==> src/rtl/mem_port_arbiter.sv <==
// Round-robin arbiter for the shared memory port of the multicycle core.
// Owns the 4:1 address/write-data mux select; a grant is held until the
// memory signals done or the hold watchdog expires, and a release with
// pending requests re-arbitrates on the same edge (no idle bubble).
module mem_port_arbiter #(
  parameter int HOLD_MAX = 8
) (
  input  logic       clk,
  input  logic       rst_n,
  input  logic [3:0] req,
  input  logic       done,
  output logic [3:0] gnt,
  output logic [1:0] sel,
  output logic       busy,
  output logic       timeout
);

  // Counter must reach HOLD_MAX-1; keep at least one bit when the watchdog is off.
  localparam int CW = (HOLD_MAX > 0) ? $clog2(HOLD_MAX + 1) : 1;
  localparam logic [CW-1:0] CNT_EXP = (HOLD_MAX > 0) ? CW'(HOLD_MAX - 1) : '0;
  localparam logic [CW-1:0] CNT_SAT = '1;

  typedef enum logic {S_IDLE, S_GRANT} state_e;

  state_e        state_q, state_d;
  logic [3:0]    gnt_q, gnt_d;
  logic [1:0]    sel_q, sel_d;
  logic          busy_q, busy_d;
  logic          timeout_q, timeout_d;
  logic [1:0]    last_q, last_d;
  logic [CW-1:0] hold_cnt_q, hold_cnt_d;

  logic          win_vld;
  logic [1:0]    win_idx;
  logic          expire;
  logic          release_port;

  // Rotating search from last+1; walking the offsets downward lets the
  // nearest set bit overwrite farther ones, so the first in order wins.
  always_comb begin
    logic [1:0] idx;
    win_vld = 1'b0;
    win_idx = last_q;
    idx     = last_q;
    for (int i = 3; i >= 0; i--) begin
      idx = last_q + 2'(i + 1);
      if (req[idx]) begin
        win_vld = 1'b1;
        win_idx = idx;
      end
    end
  end

  // Next-state: done has priority over the watchdog; any release re-arbitrates
  // with the owner as lowest priority because last already points at it.
  always_comb begin
    state_d    = state_q;
    gnt_d      = gnt_q;
    sel_d      = sel_q;
    last_d     = last_q;
    hold_cnt_d = hold_cnt_q;

    expire       = (HOLD_MAX != 0) && (state_q == S_GRANT) && !done &&
                   (hold_cnt_q == CNT_EXP);
    release_port = (state_q == S_GRANT) && (done || expire);
    timeout_d    = expire;

    if (state_q == S_GRANT && !release_port && hold_cnt_q != CNT_SAT)
      hold_cnt_d = hold_cnt_q + 1'b1;

    if (state_q == S_IDLE || release_port) begin
      if (win_vld) begin
        state_d    = S_GRANT;
        gnt_d      = 4'b0001 << win_idx;
        sel_d      = win_idx;
        last_d     = win_idx;
        hold_cnt_d = '0;
      end else if (release_port) begin
        state_d    = S_IDLE;
        gnt_d      = 4'b0000;
        hold_cnt_d = '0;
      end
    end

    busy_d = |gnt_d;
  end

  // State and output registers; sel keeps the last winner through idle.
  always_ff @(posedge clk or negedge rst_n) begin
    if (!rst_n) begin
      state_q    <= S_IDLE;
      gnt_q      <= 4'b0000;
      sel_q      <= 2'b00;
      busy_q     <= 1'b0;
      timeout_q  <= 1'b0;
      last_q     <= 2'd3;
      hold_cnt_q <= '0;
    end else begin
      state_q    <= state_d;
      gnt_q      <= gnt_d;
      sel_q      <= sel_d;
      busy_q     <= busy_d;
      timeout_q  <= timeout_d;
      last_q     <= last_d;
      hold_cnt_q <= hold_cnt_d;
    end
  end

  assign gnt     = gnt_q;
  assign sel     = sel_q;
  assign busy    = busy_q;
  assign timeout = timeout_q;

endmodule

==> config.mk <==
export PLATFORM = sky130hd
export DESIGN_NAME = mem_port_arbiter
export DESIGN_NICKNAME = d
export VERILOG_FILES = /design/src/rtl/mem_port_arbiter.sv
export SDC_FILE = /design/constraint.sdc
export NUM_CORES = 1
export LEC_CHECK = 0
export BUFFER_PORTS_ARGS = -buffer_cell sky130_fd_sc_hd__buf_2
export CAP_MARGIN = 20
export CORE_AREA = 2 2 49 51
export CTS_BUF_LIST = sky130_fd_sc_hd__clkbuf_4 sky130_fd_sc_hd__clkbuf_8
export DETAILED_ROUTE_END_ITERATION = 8
export DIE_AREA = 0 0 51 53
export MAX_ROUTING_LAYER = met4
export PLACE_DENSITY = 0.63
export RECOVER_POWER = 100
export SYNTH_ARGS = -nofsm -noshare
export SYNTH_HDL_FRONTEND = slang
export SYNTH_SLANG_ARGS = --single-unit
==> constraint.sdc <==
create_clock -name clk -period 3.95 [get_ports clk]
set_input_delay 1.185 -clock clk [delete_from_list [all_inputs] [get_ports clk]]
set_output_delay 1.185 -clock clk [all_outputs]
set_load 0.01 [all_outputs]
; Word level (Yosys, flattened, before mapping)
; Cells that the tools add are included.
[totals]
mem_bits_ro = 0
reg_bits = 15
in_bits = 7
mem_bits_rw = 0
word_cells = 56
latchBits = 0
mem_count = 0
out_inout_bits = 8
[classes]
addsub = 4
n_bitwise = 1
multipliers = 0
n_eq_ne = 2
muxes = 24
reduce_logical = 13
shift = 1
n_div = 0
magnitude_cmp = 4
[ops]
columns = cell, count
row1 = 4-bit two-way mux, 7
row2 = 2-bit by 3-bit < comparator with 1-bit output (second input constant), 4
row3 = 1-bit two-way mux, 10
row4 = 1-bit binary-select mux with 2-bit select, 4
row5 = 2-bit two-way mux, 3
row6 = 1-bit logical AND, 5
row7 = 2-bit adder (second input constant), 2
row8 = 4-bit by 1-bit adder with 4-bit output (second input constant), 1
row9 = 4-bit by 3-bit == test with 1-bit output (second input constant), 1
row10 = 4-bit != test (second input constant), 1
row11 = 2-bit AND reduction, 2
row12 = 4-bit OR reduction, 1
row13 = 1-bit by 2-bit left shift with 4-bit output (first input constant), 1
row14 = 2-bit by 1-bit adder with 2-bit output (second input constant), 1
row15 = 1-bit logical NOT, 2
row16 = 1-bit logical OR, 2
row17 = 2-bit nonzero test, 1
row18 = 1-bit NOT, 1

; Longest topological paths before layout
; Gate-level depths: netlist of run 1.
[depth]
ltp_word = 12
mapped_depth = 5
mapped_depth_nobuf = 5

; Worst setup path after synthesis of run 1
; OpenSTA, ideal clock, no wires.
[synth_path]
path_type = input port to flip-flop
start = input port req[1]
end = register gnt_q[1], in the netlist gnt[1]
path_buffers = 0
required_ns = 3.829
arrival_ns = 2.055
path_stages = 4
setup_slack_ns = 1.774
setup_time_ns = 0.121
cell_sequence = or4_4 > o21ai_2 > nor2_1 > a22o_1
[synth_via]
elab_chain_len = 8
word_cells_on_any_way = 18
cone_classes = 1 x shift / 17 x mux
[synth_rtl]
columns = element, line
row1 = start: declaration, 10  ; input logic [3:0] req,
row2 = 1-bit binary-select mux with 2-bit select, 47  ; if (req[idx]) begin
row3 = 1-bit two-way mux (not written as such), 47
row4 = 2-bit two-way mux or 1-bit two-way mux (tied branches) (3 in series), 47
row5 = 1-bit by 2-bit left shift with 4-bit output or 1-bit two-way mux (tied branches), "74, 47"
row6 = 4-bit two-way mux (*), 72  ; if (win_vld) begin
row7 = 4-bit two-way mux (*), 71  ; if (state_q == S_IDLE || release_port) begin
row8 = via gnt_d[1], 26  ; logic [3:0] gnt_q, gnt_d;
row9 = end signal: assignment, 100  ; gnt_q <= gnt_d;
row10 = end: declaration, 26
; Mark *: on every way through the listed nets, which the timed path passes. The rest lies on a longest branch. The select of a mux whose other input is x is not followed.
; A chain may end at the register's enable or synchronous reset.

; Worst setup path in the final report of run 1
; Ends and elaborated chain as after synthesis.

==> metrics.txt, run 1 <==
outcome=finished clean; HP Start=sel[1]$_DFFE_PN0P_; Die W=51 µm; Setup Crit Path Kind=input port to register; CP delay by family, top=simple AND/OR/NAND/NOR gates; largest cells by area after synthesis=dfrtp_1 (45%), nand2_1 (7.8%), dfstp_2 (7.2%); FF-to-FF Start=hold_cnt_q[0]$_DFF_PN0_; maximum clock rate=449 MHz; synth unique cells=31; Nets=99; Crit-path slowest cell=or4_1; Max VDD drop=0.000206 V; largest area contributor in the netlist=dfrtp_1; flops & latches, synth=15; synth-to-layout area growth=13.8%; setup ws final=1720 ps; CTS buffer count=3; core area=0.00215 mm²; Combinational Power Share=0.234; Die Area=0.00270 mm²; post-synth top area share=0.448; global-route wire length before repair=2230 µm; Sw Share=0.328; GP Congestion=0.817; worst slew pin tran=771 ps; drt drc=0; Worst setup startpoint=req[1]; gr ovfl total=0; Seq. cell area=378 µm²; io pins=15; Fin. Hold Viols=0; Avg Inst Size Synth=9.94 µm²; sequential power share=0.540; cells along the critical path=clkbuf_1 -> or4_1 -> o21ai_0 -> nor2_1 -> a22o_1; hold depth=2; I/O Buffers=14; std cell rows=17; internal cell power=256 µW; DRT Pass-1 Iters=2; clock power share=0.227; root buf cell=clkbuf_4; fin crit period=2230 ps; Seq/Total Area, Yosys=0.521; Total GRT Usage=0.119; CTS tree=yes; DR vias=593; synthesized cell area=726 µm²; Buffers & Inverters on Critical Path=1; setup_tns=0 ps; Num Clock Sinks=15; Clock Latency Late Sink=280 ps; R2R depth=5; Max Cap Viol=0; startpoint types=input port; drt total wl=1410 µm; Levels on crit path=5; RSZ-0062 raised after global routing=false; Non-Filler Instances=118; largest net degree at the start of global routing=16; Cells after Synth=73; fin crit share=0.564; clock skew=4.55 ps; CP required=4130 ps; Clock Path Buffers=2; Via density=5.03; CTS Hold Bufs=0; H-tree levels=1; reg2reg setup slack=2270 ps; count of final setup violators=0; HPWL Detailed=1070 µm; multi-input logic area=329 µm²; synthesized net count=81; initial DRC count=2; Setup Buffers After CTS=0; CP endpoint kind=register; DIE HEIGHT=53 µm; Post-CTS Resized=0; CP arrival=2410 ps; yosys warns=0; ANT cells=0; antenna-violating nets left=0; crit-path max FO=5; Setup WS pre-CTS=1590 ps; sw power=125 µW; slew margin rel.=0.486; layout cells sized above 1=0.111; leakage=0.367 nW; pwr dens=462 mW/mm²; CP peak stage delay=590 ps; Hold WS=506 ps; vias in the first global route=542; HP Class=register to register; DR WL/cell=12.0 µm; initial antenna violation count=0; Slew Limit Fails=0; placed cell count=114; final-layout fill cell count=227; Initial Util=0.338; Worst-path clk slew=90 ps
==> registers in the layout (all words and copies together) (netlist names) <==
signal / cells
state_q: 1
busy: 1
hold_cnt_q: 4
sel: 2
last_q: 2
gnt: 4
timeout: 1
==> cells in the mapped netlist <==
library cell and instances:
nand3_1 3, or4_4 1, buf_4 1, and2b_1 1, and3_1 1, nor4_1 1, a21oi_1 2, a32o_1 1
a31oi_1 3, nand2b_1 2, xor2_1 2, o21a_1 1, nor3_1 1, and3b_1 1, o21ai_0 1, o22ai_2 1
mux2i_1 1, a22o_1 1, nor2_1 8, o41ai_1 1, o31ai_1 1, nand2_1 15, a21oi_2 1, o21ai_1 1
a21o_1 1, ha_1 1, a22oi_1 1, o21ai_2 1, nand3b_1 2, dfrtp_1 13, dfstp_2 2
==> worst min-delay path, stage by stage (launching register included) <==
cell and delay, ps:
dfrtp_1 360, nand2_1 50, nand2_1 60
==> metal layers <==
layer,vias to the layer above,share of wire,GRT usage
li1,296,-,-
met1,278,0.46,0.138
met2,15,0.46,0.188
met4,0,0.030,0.0946
met5,-,0,-
met3,4,0.046,0.0113
==> final cells by class <==
class | count | area share
clock buffers | 3 | 0.0273
clock inverters | 1 | 0.00606
multi-input cells | 57 | 0.398
flip-flops and latches | 15 | 0.458
well taps | 28 | 0.0424
repair buffers | 14 | 0.0682
==> placed cells by master (no fill, tap or decap), types with 2 or more instances in the layout <==
master	n
o21ai_0	3
buf_2	3
nand2b_1	2
nand3b_1	2
a21oi_1	3
dfrtp_1	13
xor2_1	2
nand2_1	15
clkbuf_4	3
clkbuf_1	11
nor2_1	8
nand3_1	3
a31oi_1	3
dfstp_2	2
==> cell families after synthesis <==
kind of cell | synth area share
DFF | 0.521
xor gates and xnor gates | 0.0241
adders and majority gates | 0.0172
and+or+nand+nor | 0.240
buffers and inverters | 0.0103
AOI/OAI and AO/OA | 0.174
muxes | 0.0138
==> power groups by stage <==
stage | logic [mW] | registers, mW | clock network [mW]
after floorplan | 0.0591 | 0.209 | 0
after global placement | 0.0956 | 0.207 | 0
after detailed placement | 0.0975 | 0.208 | 0
after CTS | 0.0978 | 0.205 | 0.0917
after global routing | 0.100 | 0.210 | 0.0981
final | 0.0890 | 0.206 | 0.0865
==> path summary, 6_finish.rpt <==
kind / to
max in group asynchronous: hold_cnt_q[1]$_DFF_PN0_
worst min-delay path: sel[1]$_DFFE_PN0P_
worst max register to register: gnt[1]$_DFF_PN0_
worst min register to register: sel[1]$_DFFE_PN0P_
min in group asynchronous: gnt[1]$_DFF_PN0_
worst max-delay path: gnt[1]$_DFF_PN0_
==> stage by stage <==
stage                     utilization  power (mW)  instance area, µm²
after floorplan                     -       0.269                 726
after global placement          0.383       0.303                 823
after detailed placement        0.383       0.305                 823
after CTS                       0.396       0.394                 851
after global routing            0.384       0.408                 826
final                           0.384       0.381                 826
(Power assumes the default switching activity.)
==> run 2: changes to the inputs <==
--- a/config.mk
+++ b/config.mk
@@ -5,14 +5,15 @@
 export SDC_FILE = /design/constraint.sdc
 export NUM_CORES = 1
 export LEC_CHECK = 0
+export ABC_AREA = 1
 export BUFFER_PORTS_ARGS = -buffer_cell sky130_fd_sc_hd__buf_2
 export CAP_MARGIN = 20
-export CORE_AREA = 2 2 49 51
+export CORE_AREA = 2 2 54 56
 export CTS_BUF_LIST = sky130_fd_sc_hd__clkbuf_4 sky130_fd_sc_hd__clkbuf_8
 export DETAILED_ROUTE_END_ITERATION = 8
-export DIE_AREA = 0 0 51 53
+export DIE_AREA = 0 0 56 58
 export MAX_ROUTING_LAYER = met4
-export PLACE_DENSITY = 0.63
+export PLACE_DENSITY = 0.62
 export RECOVER_POWER = 100
 export SYNTH_ARGS = -nofsm -noshare
 export SYNTH_HDL_FRONTEND = slang
==> constraint.sdc (replaced) <==
create_clock -name clk -period 2.35 [get_ports clk]
set_input_delay 0.705 -clock clk [delete_from_list [all_inputs] [get_ports clk]]
set_output_delay 0.705 -clock clk [all_outputs]
set_load 0.01 [all_outputs]
==> metrics.txt, run 2 <==
outcome=finished clean; Via density=4.65 (-7.5%); initial antenna violation count=0 (unchanged); largest cells by area after synthesis=dfrtp_1 (37%), nand2_1 (21%), inv_1 (6.4%); Clock Path Buffers=2 (unchanged); io pins=15 (unchanged); I/O Buffers=14 (unchanged); startpoint types=register; CP delay by family, top=simple AND/OR/NAND/NOR gates; setup_tns=0 ps (unchanged); initial DRC count=15 (+13); Cells after Synth=123 (+68%); Setup WS pre-CTS=462 ps (-1130 ps); Fin. Hold Viols=0 (unchanged); Initial Util=0.331 (-0.00697); CP peak stage delay=660 ps (+70 ps); synthesized cell area=881 µm² (+21%); Buffers & Inverters on Critical Path=2 (+1); commonest non-fill, non-tap cell in the layout=nand2_1; GP Congestion=0.864 (+5.8%); global-route wire length before repair=3060 µm (+37%); Die Area=0.00325 mm² (+20%); Seq/Total Area, Yosys=0.429 (-0.0917); FF-to-FF Start=last_q[0]$_DFFE_PN1P_; R2R depth=13 (+8); Crit-path slowest cell=dfstp_2; H-tree levels=1 (unchanged); layout cells sized above 1=0.164 (+0.0532); RSZ-0062 raised after global routing=false; post-synth top area share=0.369 (-0.0790); Max VDD drop=0.000613 V (+200%); count of final setup violators=0 (unchanged); setup ws final=434 ps (-1290 ps); maximum clock rate=522 MHz; Nets=149 (+51%); CTS tree=yes; std cell rows=19 (+2); FF-to-FF End=busy$_DFF_PN0_; synth-to-layout area growth=12.4%; leakage=0.542 nW (+48%); HPWL Detailed=1330 µm (+25%); reg2reg setup slack=430 ps (-1840 ps); placed cell count=167 (+46%); largest area contributor in the netlist=dfrtp_1; DR WL/cell=9.92 µm (-17%); fin crit share=0.815; synth unique cells=21 (-32%); EDFF count, synth=0 (unchanged); Avg Inst Size Synth=7.16 µm² (-28%); root buf cell=clkbuf_4; Post-CTS Resized=0 (unchanged); Max Cap Viol=0 (unchanged); CTS buffer count=3 (unchanged); CP endpoint kind=register; Slew Limit Fails=0 (unchanged); flops & latches, synth=15 (unchanged); synthesized net count=131 (+62%); most instantiated cells after synthesis=nand2_1 (50), inv_1 (15), dfrtp_1 (13); Async SR Flop Fraction=1.00 (unchanged); crit-path max FO=13 (+8); pwr dens=1270 mW/mm² (+170%); Clock Latency Late Sink=300 ps (+20 ps); CP required=2550 ps (-1580 ps); cell with the most instances after synthesis=nand2_1; core area=0.00266 mm² (+24%); clock skew=2.76 ps (-1.79 ps); antenna-violating nets left=0 (unchanged); Worst-path clk slew=100 ps (about the same); DRT Pass-1 Iters=4 (+2); Die W=56 µm (+9.8%); commonest cells after routing, fill and taps aside=nand2_1 (52), inv_1 (16), dfrtp_1 (13); cells along the critical path=inv_1 -> nand2_1 -> nand2_1 -> nand2_1 -> nand2_2 -> inv_2 -> nand2_1 -> nand2_1 -> nand2_1 -> nand3_1 -> nand2_2 -> nor2_1 -> nand2_1; Worst path most repeated cell=nand2_1; DR vias=795 (+34%); Num Clock Sinks=15 (unchanged); gr ovfl total=0 (unchanged); Setup Buffers After CTS=0 (unchanged); drt drc=0 (unchanged); Total GRT Usage=0.122 (+0.00348); vias in the first global route=716 (+32%); CTS Hold Bufs=0 (unchanged); ANT cells=0 (unchanged); drt total wl=1700 µm (+20%); slew margin rel.=0.474 (-0.0113); Non-Filler Instances=171 (+45%); fin crit period=1920 ps; largest net degree at the start of global routing=16 (unchanged); yosys warns=0 (unchanged); worst slew pin tran=788 ps (+17.0 ps); HP Class=input port to async pin; Setup Crit Path Kind=register to register; top_reg_cell synth=dfrtp_1; CP arrival=2110 ps (-300 ps); final-layout fill cell count=298 (+31%); DIE HEIGHT=58 µm (+9.4%)
## run 2: cell types whose count changed in the layout (fill, tap and decap cells not counted), moves of 2 or more
cell / before / now
nand3b_1: 2 / 0
clkbuf_1: 11 / 9
nor2_2: 0 / 2
buf_2: 3 / 5
nand3_1: 3 / 7
nand2_1: 15 / 52
nand4_1: 0 / 2
nand2_2: 0 / 5
inv_1: 0 / 16
a31oi_1: 3 / 0
nand2b_1: 2 / 0
## run 2: report_power, final
part,leakage [nW],internal (mW),switching (mW)
logic,0.337,0.218,0.454
clock network,0.0177,0.0635,0.0931
registers,0.187,0.357,0.0701
## run 2: final cells by class
cell class                      instances  area (µm²)  area share
Multi-Input combinational cell         90         423       0.427
Sequential cell                        15         378       0.382
Inverter                               17        63.8      0.0645
Timing Repair Buffer                   14        58.8      0.0594
Tap cell                               31        38.8      0.0392
Clock buffer                            3        22.5      0.0228
Clock inverter                          1        5.00     0.00506
## run 2: cells by family after synthesis
kind of cell               count (synthesis)  share of synthesized area
AOI/OAI and AO/OA                          9                     0.0639
xor gates and xnor gates                   1                    0.00994
adders and majority gates                  1                     0.0142
buffers and inverters                     18                     0.0852
DFF                                       15                      0.429
and+or+nand+nor                           79                      0.398
## run 2: metrics by stage
step,power [mW],cell area [µm²],hold WS (ps),util
floorplan,0.982,881,409,-
global placement,1.12,978,455,0.367
detailed placement,1.13,978,468,0.367
CTS,1.30,1010,301,0.378
global route,1.39,990,515,0.372
finish,1.26,990,454,0.372
## run 2: how the worst max path moves through the flow
stage                     slack (ps)  depth (start not counted)                  start             end
after floorplan                  690                         11                 req[1]  busy$_DFF_PN0_
after global placement           480                         12                 req[1]  busy$_DFF_PN0_
after detailed placement         460                         12                 req[1]  busy$_DFF_PN0_
after CTS                        520                         11  last_q[0]$_DFFE_PN1P_  busy$_DFF_PN0_
after global routing             170                         13  last_q[0]$_DFFE_PN1P_  busy$_DFF_PN0_
final                            430                         13  last_q[0]$_DFFE_PN1P_  busy$_DFF_PN0_
## run 2: layer usage
layer  track usage  vias up  wire length [µm]
met5             -        -                 0
met4        0.0680        0                44
met3        0.0246        5                59
met2         0.185       14               822
met1         0.153      366               770
li1              -      410                 -
==> run 3: changes to the inputs <==
--- a/config.mk
+++ b/config.mk
@@ -13,7 +13,7 @@
 export DETAILED_ROUTE_END_ITERATION = 8
 export DIE_AREA = 0 0 56 58
 export MAX_ROUTING_LAYER = met4
-export PLACE_DENSITY = 0.62
+export PLACE_DENSITY = 0.64
 export RECOVER_POWER = 100
 export SYNTH_ARGS = -nofsm -noshare
 export SYNTH_HDL_FRONTEND = slang
==> constraint.sdc (replaced) <==
create_clock -name clk -period 1.55 [get_ports clk]
set_input_delay 0.465 -clock clk [delete_from_list [all_inputs] [get_ports clk]]
set_output_delay 0.465 -clock clk [all_outputs]
set_load 0.01 [all_outputs]
==> metrics.txt, run 3 (synthesis gave the netlist of run 2 again) <==
Max VDD drop=0.00121 V (+98%); RSZ-0062 raised after global routing=true; CTS tree=yes; io pins=15 (unchanged); Via density=4.66 (+0.26%); drt total wl=2040 µm (+20%); initial antenna violation count=0 (unchanged); outcome=complete, but fails checks; maximum clock rate=583 MHz (+12%); worst slew pin tran=788 ps (+0.0359 ps); DRT Pass-1 Iters=4 (unchanged); DIE HEIGHT=58 µm (unchanged); root buf cell=clkbuf_4; post-place instance area=0.00106 mm² (+8.4%); Nets=164 (+10%); clock skew=10.1 ps (+7.31 ps); HP Class=input port to async pin; vias in the first global route=794 (+11%); antenna-violating nets left=0 (unchanged); drt drc=0 (unchanged); Total GRT Usage=0.129 (+0.00732); GP Congestion=0.839 (-2.9%); fin crit period=1720 ps (-201 ps); design area=0.00125 mm² (+27%); Clock Latency Late Sink=280 ps (-20 ps); failing checks=setup timing; Die Area=0.00325 mm² (unchanged); setup ws final=-166 ps (-599 ps); Worst-path clk slew=100 ps (about the same); core area=0.00266 mm² (unchanged); crit-path max FO=6 (-7); gr ovfl total=0 (unchanged); initial DRC count=14 (-1); Initial Util=0.331 (unchanged); Slew Limit Fails=0 (unchanged); slew margin rel.=0.474 (about the same); CTS Hold Bufs=0 (unchanged); Fin. Hold Viols=0 (unchanged); DR WL/cell=11.0 µm (+11%); count of final setup violators=13 (+13); Total Power=2.65 mW (+110%); Num Clock Sinks=15 (unchanged); fin crit share=1.11 (+0.291); Setup Crit Path Kind=register to register; final-layout fill cell count=246 (-17%); largest net degree at the start of global routing=16 (unchanged); HPWL Detailed=1340 µm (+0.68%); commonest cells after routing, fill and taps aside=nand2_1 (29), nand2_2 (23), inv_1 (13), dfrtp_1 (13); layout cells sized above 1=0.490 (+0.326); ANT cells=0 (unchanged); CP endpoint kind=register; CP arrival=1890 ps (-220 ps); global-route wire length before repair=3240 µm (+5.9%); post-route core utilization=0.471 (+0.0992); H-tree levels=1 (unchanged); leakage=0.642 nW (+19%); commonest non-fill, non-tap cell in the layout=nand2_1; Die W=56 µm (unchanged); pwr dens=2110 mW/mm² (+67%); Max Cap Viol=0 (unchanged); DR vias=867 (+9.1%); std cell rows=19 (unchanged); I/O Buffers=14 (unchanged); Clock Path Buffers=2 (unchanged); startpoint types=register; CTS buffer count=3 (unchanged); CP required=1720 ps (-830 ps); synth-to-layout area growth=42.3%
==> run 3: changes by cell type in the layout (fill, tap and decap cells not counted), moves of 4 or more <==
| cell | before | now |
|---|---|---|
| buf_6 | 0 | 5 |
| nand2_4 | 0 | 5 |
| o21ai_0 | 4 | 0 |
| nand2_1 | 52 | 29 |
| nor2_1 | 7 | 3 |
| nand2_2 | 5 | 23 |
| buf_4 | 0 | 9 |
==> run 3: final timing paths <==
path / startpoint / end / slack [ps] / cells after the start
setup / recovery: last_q[0]$_DFFE_PN1P_ / sel[1]$_DFFE_PN0P_ / -170 / 11
max in group asynchronous: rst_n / sel[1]$_DFFE_PN0P_ / 820 / 1
setup reg to reg: last_q[0]$_DFFE_PN1P_ / sel[1]$_DFFE_PN0P_ / -170 / 11
hold reg to reg: hold_cnt_q[3]$_DFF_PN0_ / timeout$_DFF_PN0_ / 490 / 1
hold / removal: rst_n / hold_cnt_q[2]$_DFF_PN0_ / 230 / 1
min in group clk: hold_cnt_q[3]$_DFF_PN0_ / timeout$_DFF_PN0_ / 490 / 1
==> run 3: through the flow <==
stage	TNS, ps	std cells	worst slack, ps	hold slack, ps
finish	-1530	186	-166	225
global route	-3100	186	-313	286
CTS	-876	184	-135	67.5
detailed placement	-771	178	-130	384
global placement	-723	178	-154	381
floorplan	0	123	8.86	169
==> run 3: what timing repair did <==
action,CTS,global route
hold endpoints to repair,0,0
setup endpoints to repair,13,13
pin swaps,7,18
setup buffers,2,2
gates resized for setup,12,39
==> run 3: power breakdown <==
group          leakage, nW  total [mW]  internal [mW]  switching (mW)
Combinational        0.437        1.78          0.750            1.03
Sequential           0.187       0.642          0.541           0.100
Clock               0.0177       0.223         0.0957           0.127
==> run 3: layout make-up <==
cell class | count | area, µm² | area share
clock inverter | 1 | 5.00 | 0.00399
clock buffer | 3 | 22.5 | 0.0180
tap | 31 | 38.8 | 0.0309
timing repair buffer | 29 | 190 | 0.152
multi-input combinational | 90 | 553 | 0.441
inverter | 17 | 66.3 | 0.0529
sequential | 15 | 378 | 0.301
==> run 3: metal layers <==
metal	vias up	GRT usage	wire, µm
li1	444	-	-
met1	404	0.145	910
met4	0	0.0578	35
met3	4	0.0290	65
met2	15	0.222	1030
met5	-	-	0
==> run 3: critical path, stage by stage, from the launching register on <==
cell	delay (ps)
dfstp_2	630
buf_6	140
nand2_1	90
nand2_4	90
nand2_2	60
nand3_1	130
nor2_4	50
nor2_4	150
buf_6	140
inv_1	50
nand2_1	50
nand2_1	40
